[src/rtl/keyboard_keymap.sv]
// PS/2 keyboard receiver that tracks the held/press/release state of a fixed set of keys.
// Optional odd-parity checking is enabled by defining KEYBOARD_KEYMAP_PARITY_EN.
module keyboard_keymap #(
  parameter int                    NUM_KEYS       = 4,
  parameter logic [9*NUM_KEYS-1:0] KEY_CODES      = {9'h01B, 9'h01D, 9'h172, 9'h175},
  parameter int                    FILTER_LEN     = 8,
  parameter int                    TIMEOUT_CYCLES = 100000
) (
  input  logic                keyboard_keymap_clk,
  input  logic                keyboard_keymap_rst_n,
  input  logic                keyboard_keymap_kclk,
  input  logic                keyboard_keymap_kdata,
  output logic [NUM_KEYS-1:0] keyboard_keymap_held,
  output logic [NUM_KEYS-1:0] keyboard_keymap_press,
  output logic [NUM_KEYS-1:0] keyboard_keymap_release,
  output logic [7:0]          keyboard_keymap_byte,
  output logic                keyboard_keymap_byte_vld,
  output logic                keyboard_keymap_err
);

  localparam int FCW = $clog2(FILTER_LEN + 1);
  localparam int TCW = $clog2(TIMEOUT_CYCLES + 1);

  logic clk;
  logic rst_n;
  assign clk   = keyboard_keymap_clk;
  assign rst_n = keyboard_keymap_rst_n;

  // Stage 0/1: two-flop synchronisers; then per-line glitch filter (bit 0 = kclk, bit 1 = kdata)
  logic [1:0]     sync_p0;
  logic [1:0]     sync_p1;
  logic [1:0]     filt;
  logic [FCW-1:0] fcnt [2];
  logic           kclk_d;

  always_ff @(posedge clk or negedge rst_n) begin
    if (!rst_n) begin
      sync_p0 <= '1;
      sync_p1 <= '1;
      filt    <= '1;
      kclk_d  <= 1'b1;
      for (int j = 0; j < 2; j++) fcnt[j] <= '0;
    end else begin
      sync_p0 <= {keyboard_keymap_kdata, keyboard_keymap_kclk};
      sync_p1 <= sync_p0;
      kclk_d  <= filt[0];
      for (int j = 0; j < 2; j++) begin
        if (sync_p1[j] == filt[j]) begin
          fcnt[j] <= '0;
        end else if (fcnt[j] == FCW'(FILTER_LEN - 1)) begin
          filt[j] <= sync_p1[j];
          fcnt[j] <= '0;
        end else begin
          fcnt[j] <= fcnt[j] + FCW'(1);
        end
      end
    end
  end

  logic fall;
  logic dbit;
  assign fall = kclk_d & ~filt[0];
  assign dbit = filt[1];

  // Frame FSM: start / 8 data LSB-first / parity / stop, with inter-edge timeout
  typedef enum logic [1:0] {IDLE, DATA, PARITY, STOP} frame_t;
  frame_t         frame_state, frame_next;
  logic [2:0]     bit_cnt, bit_cnt_n;
  logic [7:0]     shift, shift_n;
  logic [TCW-1:0] tcnt, tcnt_n;
  logic           good, ferr, par_ok;
  logic [7:0]     byte_q;
  logic           byte_vld_q;
  logic           err_q;

`ifdef KEYBOARD_KEYMAP_PARITY_EN
  logic par_bit;
  always_ff @(posedge clk or negedge rst_n) begin
    if (!rst_n)                                par_bit <= 1'b0;
    else if (frame_state == PARITY && fall)    par_bit <= dbit;
  end
  assign par_ok = ^{shift, par_bit};
`else
  assign par_ok = 1'b1;
`endif

  always_comb begin
    frame_next = frame_state;
    bit_cnt_n  = bit_cnt;
    shift_n    = shift;
    tcnt_n     = '0;
    good       = 1'b0;
    ferr       = 1'b0;
    case (frame_state)
      IDLE: if (fall && !dbit) begin
        frame_next = DATA;
        bit_cnt_n  = '0;
      end
      DATA: if (fall) begin
        shift_n   = {dbit, shift[7:1]};
        bit_cnt_n = bit_cnt + 3'd1;
        if (bit_cnt == 3'd7) frame_next = PARITY;
      end
      PARITY: if (fall) frame_next = STOP;
      STOP: if (fall) begin
        frame_next = IDLE;
        if (dbit && par_ok) good = 1'b1;
        else                ferr = 1'b1;
      end
      default: frame_next = IDLE;
    endcase
    if (frame_state != IDLE && !fall) begin
      if (tcnt == TCW'(TIMEOUT_CYCLES - 1)) begin
        ferr       = 1'b1;
        frame_next = IDLE;
      end else begin
        tcnt_n = tcnt + TCW'(1);
      end
    end
  end

  // Stage 2: frame result registered (byte/byte_vld/err one cycle after the STOP edge)
  always_ff @(posedge clk or negedge rst_n) begin
    if (!rst_n) begin
      frame_state <= IDLE;
      bit_cnt     <= '0;
      shift       <= '0;
      tcnt        <= '0;
      byte_q      <= '0;
      byte_vld_q  <= 1'b0;
      err_q       <= 1'b0;
    end else begin
      frame_state <= frame_next;
      bit_cnt     <= bit_cnt_n;
      shift       <= shift_n;
      tcnt        <= tcnt_n;
      byte_vld_q  <= good;
      err_q       <= ferr;
      if (good) byte_q <= shift;
    end
  end

  // Decode FSM: E0/F0 prefixes, then match {ext, code} against the key table
  typedef enum logic [1:0] {BASE, EXT, BRK, EXT_BRK} dec_t;
  dec_t                dec_state, dec_next;
  logic [NUM_KEYS-1:0] held_q, press_q, rel_q;
  logic [NUM_KEYS-1:0] held_n, press_n, rel_n;
  logic                is_ext, is_brk, ignored;

  always_comb begin
    dec_next = dec_state;
    held_n   = held_q;
    press_n  = '0;
    rel_n    = '0;
    is_ext   = (dec_state == EXT) || (dec_state == EXT_BRK);
    is_brk   = (dec_state == BRK) || (dec_state == EXT_BRK);
    ignored  = byte_q inside {8'hAA, 8'hFA, 8'hFE, 8'hEE, 8'hE1};
    if (err_q) begin
      dec_next = BASE;
    end else if (byte_vld_q) begin
      if (byte_q == 8'hE0 && dec_state == BASE)      dec_next = EXT;
      else if (byte_q == 8'hF0 && dec_state == BASE) dec_next = BRK;
      else if (byte_q == 8'hF0 && dec_state == EXT)  dec_next = EXT_BRK;
      else begin
        dec_next = BASE;
        if (!ignored) begin
          for (int i = 0; i < NUM_KEYS; i++) begin
            if (KEY_CODES[9*i +: 9] == {is_ext, byte_q}) begin
              if (is_brk) begin
                rel_n[i]  = held_q[i];
                held_n[i] = 1'b0;
              end else begin
                press_n[i] = ~held_q[i];
                held_n[i]  = 1'b1;
              end
            end
          end
        end
      end
    end
  end

  // Stage 3: key state registered (two cycles after the STOP edge)
  always_ff @(posedge clk or negedge rst_n) begin
    if (!rst_n) begin
      dec_state <= BASE;
      held_q    <= '0;
      press_q   <= '0;
      rel_q     <= '0;
    end else begin
      dec_state <= dec_next;
      held_q    <= held_n;
      press_q   <= press_n;
      rel_q     <= rel_n;
    end
  end

  assign keyboard_keymap_held     = held_q;
  assign keyboard_keymap_press    = press_q;
  assign keyboard_keymap_release  = rel_q;
  assign keyboard_keymap_byte     = byte_q;
  assign keyboard_keymap_byte_vld = byte_vld_q;
  assign keyboard_keymap_err      = err_q;

endmodule
[config.mk]
export PLATFORM = sky130hd
export DESIGN_NAME = keyboard_keymap
export DESIGN_NICKNAME = d
export VERILOG_FILES = /design/src/rtl/keyboard_keymap.sv
export SDC_FILE = /design/constraint.sdc
export NUM_CORES = 1
export LEC_CHECK = 0
export BUFFER_PORTS_ARGS = -buffer_cell sky130_fd_sc_hd__buf_4
export CAP_MARGIN = 5
export CORE_ASPECT_RATIO = 0.8
export CORE_MARGIN = 2
export CORE_UTILIZATION = 53
export CTS_CLUSTER_DIAMETER = 120
export DETAILED_ROUTE_END_ITERATION = 6
export PLACE_DENSITY = 0.72
export SLEW_MARGIN = 40
export SYNTH_ARGS = -nofsm -noshare
export SYNTH_HDL_FRONTEND = slang
export SYNTH_SLANG_ARGS = --single-unit
[constraint.sdc]
create_clock -name keyboard_keymap_clk -period 1.8 [get_ports keyboard_keymap_clk]
set_input_delay 0.09 -clock keyboard_keymap_clk [delete_from_list [all_inputs] [get_ports keyboard_keymap_clk]]
set_output_delay 0.09 -clock keyboard_keymap_clk [all_outputs]
set_load 0.05 [all_outputs]
==> results of run 1 <==
==> sequential cells by signal (all words and copies together) (netlist names), 3 cells and up <==
signal and cells:
keyboard_keymap_byte 8, fcnt 8, tcnt 17, keyboard_keymap_held 4
shift 8, bit_cnt 3, keyboard_keymap_press 4, keyboard_keymap_release 4
==> Yosys cell counts (2+ instances only) <==
cell type / count / area (um^2)
dfrtp_1: 62 / 1550
nor2_1: 30 / 113
mux2_2: 18 / 203
nand2_1: 16 / 60.1
xnor2_1: 15 / 131
nor3_1: 11 / 55.1
inv_1: 10 / 37.5
nand3_1: 8 / 40.0
dfstp_2: 7 / 184
a21oi_1: 6 / 30.0
nand4_1: 6 / 37.5
ha_1: 5 / 62.6
nor4_1: 5 / 31.3
mux2i_1: 4 / 40.0
o21ai_0: 4 / 20.0
xor2_1: 4 / 35.0
and3_1: 3 / 18.8
buf_4: 3 / 22.5
nand2b_1: 3 / 18.8
nor2b_1: 3 / 18.8
a22o_1: 2 / 17.5
clkbuf_1: 2 / 7.51
clkbuf_2: 2 / 10.0
nand4_2: 2 / 25.0
nor3b_2: 2 / 25.0
nor4b_1: 2 / 17.5
nor4bb_1: 2 / 20.0
o211ai_1: 2 / 15.0
==> per-stage QoR <==
stage          instances  worst slack, ps  hold slack (ps)  cell area [um^2]  power, mW
2_1_floorplan        250             52.2             -206              2950       2.40
3_3_place_gp         340              236             70.0              3240       2.57
3_5_place_dp         340              169             67.9              3240       2.59
4_1_cts              359              148              251              3460       3.82
5_1_grt              359             63.8              283              3460       4.00
6_report             359              154              236              3460       3.78
==> timing repair <==
action                    4_1_cts  5_1_grt
hold endpoints to repair       31        0
hold buffers                    3        0
setup buffers                   0        0
==> logic make-up (layout without fill, tap and decap cells) <==
group	after synthesis	after routing	synth area share
multiplexers	22	22	0.0823
buffers and inverters	17	61	0.0263
AO/OA/AOI/OAI	15	15	0.0314
AND/OR/NAND/NOR	103	103	0.194
adder cells (fa/ha/maj)	5	5	0.0212
flip-flops	69	69	0.588
XOR/XNOR	19	19	0.0564
==> final timing paths <==
kind                              slack, ps          to
worst max-delay path                    150    shift[7]
worst min-delay path                    240     fcnt[6]
worst max register to register          150    shift[7]
worst min register to register          350  sync_p1[1]
max in group asynchronous               980  sync_p0[1]
min in group keyboard_keymap_clk        350  sync_p1[1]
==> report_power, final <==
part	switching [mW]	internal, mW	total [mW]
clock network	0.530	0.678	1.21
logic	0.347	0.302	0.648
registers	0.171	1.75	1.92
==> routing by layer <==
metal / vias up / part of all wire
met5: - / 0
met3: 8 / 0.040
met1: 906 / 0.52
li1: 946 / -
met2: 28 / 0.43
met4: 0 / 0.013
==> layout make-up <==
cell class	count	area, um^2
fill	414	1940
sequential	69	1740
multi-input combinational	164	1140
timing repair buffer	35	283
clock buffer	14	153
tap	65	81.3
inverter	10	37.5
clock inverter	2	35.0
==> out/qor.yml, run 1 <==
syn2layout_area_growth_pct: 17.3
antenna_found_initial: 0
worstPathRequired_ps: 2020
drc: 0
layout_commonest_cell: "dfrtp_1"
hp-class: "in -> async"
first_iter_violations: 72
fmax_mhz: 608
crit_family: "flip-flops"
utilization: 0.641
gr-usage-met2: 0.236
gp_congestion: 0.828
synth_ff_type: "dfrtp_1"
tightestPinTransition_ps: 436
ys.warnings.count: 0
via_per_inst: 5.26
timing.rr.start: "kclk_d"
layout_common_cells: "dfrtp_1, buf_4, nor2_1"
min_period_ps: 1650
fp.dieW_um: 87.4
first_pass_iters: 5
reg2reg_depth: 5
synthArstFlopShare: 1.00
ys_seq_elements: 69
cts_resized: 0
syn_inst: 250
worst_setup_path_start_kind: "flop"
gr-usage-met3: 0.0735
track_usage: 0.177
final_hold_viol_count: 0
crit_cells: 5
drive_gt1_frac: 0.262
period_share: 0.914
synth_edf_count: 0
worstSkewPairLatency_ps: 340
fin_tns_setup_ps: 0
fp-row-count: 24
critical_path_buf_inv_count: 1
core_area_um2: 5410
place_hpwl_um: 3360
vias: 1888
final_nets: 298
crit_chain: "nor2b_1 -> nand2_1 -> nor2_1 -> buf_4 -> mux2_2"
initial_core_util: 0.546
numClockSinks: 69
cp_max_fo: 11
max_stage_delay_ps: 530
p_leak_nw: 1.66
yosysSeqAreaShare: 0.588
avgSynthCellArea_um2: 11.8
crit_path_top_delay_cell: "dfstp_2"
cp-end-kind: "flop"
diodes: 0
crit_start: "kclk_d"
grt_pass1_wl_um: 8190
synth_area_um2: 2950
die_h_um: 70.7
cp_data_arrival_time_ps: 1870
status: "finished clean"
cts-root-buf: "clkbuf_8"
vdd_ir_drop_max_v: 0.000720
first_global_vias: 1699
setup_violations: 0
busiest_layer: "met1"
worstSetupPathType: "reg -> reg"
max_cap_viol_count: 0
grt_setup_unrepaired: "no"
overflow: 0
synth.distinct_cells: 39
relSlewSlack: 0.709
clockBufferDepth: 2
numPortBuffers: 25
path_clk_slew_ps: 70
met1_usage: 0.261
grt_max_degree: 37
htreeDepth: 3
p_per_area_nw_per_um2: 1090
wl_per_cell_um: 13.7
cts_buffers: 9
dieArea_um2: 6180
ant_nets: 0
routed_wl_um: 4920
clock_skew_ps: 7.56
synthesis.nets: 259
maxSlewViolCount: 0
ios: 26
cts_tree: "done"
Power figures use the tool's default switching activity.
==> run 2, diff against run 1 <==
--- a/config.mk
+++ b/config.mk
@@ -9,10 +9,11 @@
 export CAP_MARGIN = 5
 export CORE_ASPECT_RATIO = 0.8
 export CORE_MARGIN = 2
-export CORE_UTILIZATION = 53
+export CORE_UTILIZATION = 55
+export CTS_BUF_LIST = sky130_fd_sc_hd__clkbuf_8
 export CTS_CLUSTER_DIAMETER = 120
 export DETAILED_ROUTE_END_ITERATION = 6
-export PLACE_DENSITY = 0.72
+export PLACE_DENSITY = 0.74
 export SLEW_MARGIN = 40
 export SYNTH_ARGS = -nofsm -noshare
 export SYNTH_HDL_FRONTEND = slang
==> out/qor.yml, run 2 (synthesized netlist as in run 1, its figures left out) <==
status: "finished clean"  # unchanged
fp-row-count: 23  # was 24
clock_skew_ps: 7.92  # was 7.56 ps
routed_wl_um: 4940  # was 4920 um
fp.dieW_um: 85.9  # was 87.4 um
grt_setup_unrepaired: "no"  # unchanged
cp_data_arrival_time_ps: 1870  # about the same
fmax_mhz: 613  # was 608 MHz
multi_input_area_um2: 1140  # unchanged
layout_commonest_cell: "dfrtp_1"  # unchanged
first_iter_violations: 97  # was 72
worstSkewPairLatency_ps: 350  # was 340 ps
worstSetupPathType: "reg -> reg"  # unchanged
cts_tree: "done"  # unchanged
worst_setup_path_start_kind: "flop"  # unchanged
overflow: 0  # unchanged
numClockSinks: 69  # unchanged
p_per_area_nw_per_um2: 1100  # was 1090 nW/um^2
final_nets: 297  # was 298
largest_reg_flops: 17  # unchanged
numPortBuffers: 25  # unchanged
relSlewSlack: 0.702  # was 0.709
reg2reg_depth: 5  # unchanged
track_usage: 0.190  # was 0.177
cts_buffers: 9  # unchanged
die_h_um: 69.5  # was 70.7 um
cts_resized: 0  # unchanged
wl_met1_um: 2590  # was 2560 um
layout_common_cells: "dfrtp_1, nor2_1, buf_4"  # was dfrtp_1, buf_4, nor2_1
initial_core_util: 0.579  # was 0.546
dr_wl_met3_um: 206  # was 197 um
vdd_ir_drop_max_v: 0.000809  # was 0.000720 V
ant_nets: 0  # unchanged
tightestPinTransition_ps: 441  # was 436 ps
syn2layout_area_growth_pct: 17.4  # was 17.3%
setup_violations: 0  # unchanged
drc: 0  # unchanged
antenna_found_initial: 0  # unchanged
drive_gt1_frac: 0.273  # was 0.262
r2r-end: "shift[3]"  # was shift[7]
diodes: 0  # unchanged
first_global_vias: 1863  # was 1699
postCtsSetupRepairBufs: 0  # unchanged
first_pass_iters: 6  # was 5
cp_max_fo: 11  # unchanged
hp-class: "in -> async"  # unchanged
grt_pass1_wl_um: 8730  # was 8190 um
wl_met2_um: 2050  # was 2100 um
fin_tns_setup_ps: 0  # unchanged
top_layer: "met4"  # unchanged
period_share: 0.906  # was 0.914
dieArea_um2: 5970  # was 6180 um^2
max_cap_viol_count: 0  # unchanged
vias: 1882  # was 1888
clockBufferDepth: 2  # unchanged
maxSlewViolCount: 0  # unchanged
via_per_inst: 5.30  # was 5.26
cts-root-buf: "clkbuf_8"  # unchanged
utilization: 0.680  # was 0.641
num-fill-cells: 389  # was 414
gp_congestion: 0.793  # was 0.828
regMostFlops: "tcnt"  # unchanged
timing.rr.start: "kclk_d"  # unchanged
wl_per_cell_um: 13.9  # was 13.7 um
final_hold_viol_count: 0  # unchanged
htreeDepth: 3  # unchanged
place_hpwl_um: 3460  # was 3360 um
path_clk_slew_ps: 80  # was 70 ps
regArea_um2: 1740  # unchanged
worstPathRequired_ps: 2040  # was 2020 ps
min_period_ps: 1630  # was 1650 ps
ios: 26  # unchanged
grt_max_degree: 36  # was 37
p_leak_nw: 1.65  # was 1.66 nW
cts_hold_buf: 3  # unchanged
cp-end-kind: "flop"  # unchanged
core_area_um2: 5090  # was 5410 um^2
r2r_setup_slack_ps: 170  # was 150 ps
[run 2: final cells by class]
type                    instances  area share
flip-flops and latches         69       0.501
multi-input cells             164       0.328
repair buffers                 34      0.0795
clock buffers                   9      0.0358
well taps                      62      0.0224
clock inverters                 7      0.0220
inverters                      10      0.0108
[run 2: critical path, stage by stage, from the launching register on]
cell,delay [ps]
dfstp_2,530
nor2b_1,240
nand2_1,100
nor2_1,100
buf_4,190
mux2_2,350
[run 2: worst max-delay path by stage]
stage	startpoint	end	slack (ps)	depth (start not counted)
after detailed placement	kclk_d	shift[1]	180	5
final	kclk_d	shift[3]	170	5
after CTS	kclk_d	shift[1]	160	5
after floorplan	keyboard_keymap_byte[7]	keyboard_keymap_held[3]	50	4
after global routing	kclk_d	shift[2]	30	5
after global placement	kclk_d	shift[1]	240	5
[run 2: power by group]
part	switching [mW]	leakage (nW)	internal (mW)	total [mW]
combinational	0.339	0.633	0.302	0.641
sequential	0.170	0.924	1.75	1.92
clock	0.594	0.0954	0.643	1.24
total	1.10	1.65	2.69	3.80
[run 2: metrics by stage]
stage | worst slack, ps | std cells | power (mW) | cell area, um^2 | hold WS (ps)
final | 169 | 355 | 3.80 | 3460 | 233
after global routing | 28.2 | 355 | 4.03 | 3460 | 266
after CTS | 160 | 355 | 3.85 | 3460 | 232
after detailed placement | 177 | 336 | 2.59 | 3230 | 67.1
after global placement | 238 | 336 | 2.57 | 3230 | 68.4
after floorplan | 52.2 | 250 | 2.40 | 2950 | -206
[run 2: routing by layer]
metal | global-route usage | vias up
met1 | 0.285 | 898
met4 | 0.0794 | 0
li1 | - | 940
met5 | 0 | -
met3 | 0.0607 | 12
met2 | 0.253 | 32
==> run 3, diff against run 2 <==
--- a/config.mk
+++ b/config.mk
@@ -14,6 +14,7 @@
 export CTS_CLUSTER_DIAMETER = 120
 export DETAILED_ROUTE_END_ITERATION = 6
 export PLACE_DENSITY = 0.74
+export REMOVE_ABC_BUFFERS = 1
 export SLEW_MARGIN = 40
 export SYNTH_ARGS = -nofsm -noshare
 export SYNTH_HDL_FRONTEND = slang
==> out/qor.yml, run 3 (synthesized netlist as in run 1, its figures left out) <==
status: "finished with violations"  # was finished clean
violations: "DRC"
worstSetupPathType: "reg -> reg"  # unchanged
via_per_inst: 5.45  # was 5.30
fmax_mhz: 619  # was 613 MHz
swShare: 0.288  # was 0.291
final_nets: 297  # unchanged
cp-end-kind: "flop"  # unchanged
wl_per_cell_um: 14.1  # was 13.9 um
place_hpwl_um: 3410  # was 3460 um
r2r_setup_slack_ps: 180  # was 170 ps
multi_input_area_um2: 1140  # unchanged
placed_cell_area_um2: 3230  # unchanged
p_leak_nw: 1.65  # about the same
final_hold_viol_count: 0  # unchanged
routed_wl_um: 5010  # was 4940 um
dieArea_um2: 5970  # unchanged
seqPwrFrac: 0.500  # was 0.506
worstPathRequired_ps: 2030  # was 2040 ps
htreeDepth: 3  # unchanged
clock_skew_ps: 3.65  # was 7.92 ps
clockBufferDepth: 2  # unchanged
fp-row-count: 23  # unchanged
antenna_found_initial: 0  # unchanged
p_comb_frac: 0.167  # was 0.169
hold_slack_ps: 238  # was 233 ps
drive_gt1_frac: 0.273  # unchanged
relSlewSlack: 0.701  # was 0.702
worst_setup_path_start_kind: "flop"  # unchanged
grt_max_degree: 37  # was 36
postCtsSetupRepairBufs: 0  # unchanged
worstSkewPairLatency_ps: 340  # was 350 ps
layout_commonest_cell: "dfrtp_1"  # unchanged
cts_resized: 0  # unchanged
cp_max_fo: 11  # unchanged
clkPwrFrac: 0.334  # was 0.326
cts_buffers: 9  # unchanged
diodes: 0  # unchanged
period_share: 0.897  # was 0.906
first_iter_violations: 93  # was 97
reg2reg_depth: 5  # unchanged
timing.rr.start: "kclk_d"  # unchanged
fp.dieW_um: 85.9  # unchanged
fin_tns_setup_ps: 0  # unchanged
grt_setup_unrepaired: "no"  # unchanged
track_usage: 0.193  # was 0.190
vias: 1933  # was 1882
first_pass_iters: 7  # was 6
vdd_ir_drop_max_v: 0.000775  # was 0.000809 V
setup_violations: 0  # unchanged
cp_data_arrival_time_ps: 1840  # was 1870 ps
numClockSinks: 69  # unchanged
first_global_vias: 1905  # was 1863
regMostFlops: "tcnt"  # unchanged
intPower_mw: 2.74  # was 2.69 mW
r2r-end: "shift[4]"  # was shift[3]
die_h_um: 69.5  # unchanged
tightestPinTransition_ps: 448  # was 441 ps
grt_pass1_wl_um: 8930  # was 8730 um
layout_common_cells: "dfrtp_1, nor2_1, buf_4"  # unchanged
stdcell_area_um2: 3470  # was 3460 um^2
overflow: 0  # unchanged
path_clk_slew_ps: 70  # was 80 ps
min_period_ps: 1620  # was 1630 ps
cts_tree: "done"  # unchanged
ant_nets: 0  # unchanged
crit_start: "kclk_d"  # unchanged
numPortBuffers: 25  # unchanged
hp-class: "in -> async"  # unchanged
cts-root-buf: "clkbuf_8"  # unchanged
initial_core_util: 0.579  # unchanged
num-fill-cells: 397  # was 389
largest_reg_flops: 17  # unchanged
p_per_area_nw_per_um2: 1110  # was 1100 nW/um^2
core_area_um2: 5090  # unchanged
regArea_um2: 1740  # unchanged
gp_congestion: 0.844  # was 0.793
cts_hold_buf: 3  # unchanged
maxSlewViolCount: 0  # unchanged
drc: 2  # was 0
switchingPower_mw: 1.11  # was 1.10 mW
syn2layout_area_growth_pct: 17.6  # was 17.4%
max_cap_viol_count: 0  # unchanged
ios: 26  # unchanged
## run 3: cell count changes in the layout (fill, tap and decap cells not counted)
cell	before	now
clkinvlp_4	2	3
inv_6	0	2
clkbuf_8	9	10
clkinv_4	3	0
clkinv_2	1	0
## run 3: how the worst max path moves through the flow
stage,end,depth (start not counted)
2_1_floorplan,shift[0],4
3_3_place_gp,shift[2],5
3_5_place_dp,shift[4],5
4_1_cts,shift[4],5
5_1_grt,keyboard_keymap_held[1],4
6_report,shift[4],5
## run 3: power by group through the flow
| stage | Clock (mW) | Sequential, mW | Combinational, mW |
|---|---|---|---|
| after floorplan | 0 | 1.90 | 0.433 |
| after global placement | 0 | 1.94 | 0.629 |
| after detailed placement | 0 | 1.95 | 0.641 |
| after CTS | 1.32 | 1.92 | 0.650 |
| after global routing | 1.39 | 1.95 | 0.731 |
| final | 1.28 | 1.92 | 0.642 |
## run 3: final cells by class
class / count / share of cell area
timing repair buffer: 34 / 0.0793
tap: 62 / 0.0224
clock buffer: 10 / 0.0397
multi-input combinational: 164 / 0.328
sequential: 69 / 0.500
inverter: 10 / 0.0108
clock inverter: 6 / 0.0202
## run 3: critical path, stage by stage, from the launching register on
cell     delay (ps)
dfstp_2         530
nor2b_1         230
nand2_1         110
nor2_1          100
buf_4           190
mux2_2          350
## run 3: layer usage
| layer | up-vias | global-route usage | part of all wire |
|---|---|---|---|
| li1 | 948 | - | - |
| met1 | 947 | 0.265 | 0.50 |
| met3 | 7 | 0.0643 | 0.037 |
| met5 | - | 0 | 0 |
| met2 | 31 | 0.282 | 0.44 |
| met4 | 0 | 0.0776 | 0.015 |
## run 3: per-stage QoR
step,std cells,power [mW],util,setup slack (ps)
6_report,355,3.85,0.681,185
5_1_grt,355,4.08,0.681,100
4_1_cts,355,3.89,0.681,181
3_5_place_dp,336,2.59,0.635,197
3_3_place_gp,336,2.57,0.635,242
2_1_floorplan,243,2.34,-,-96.2
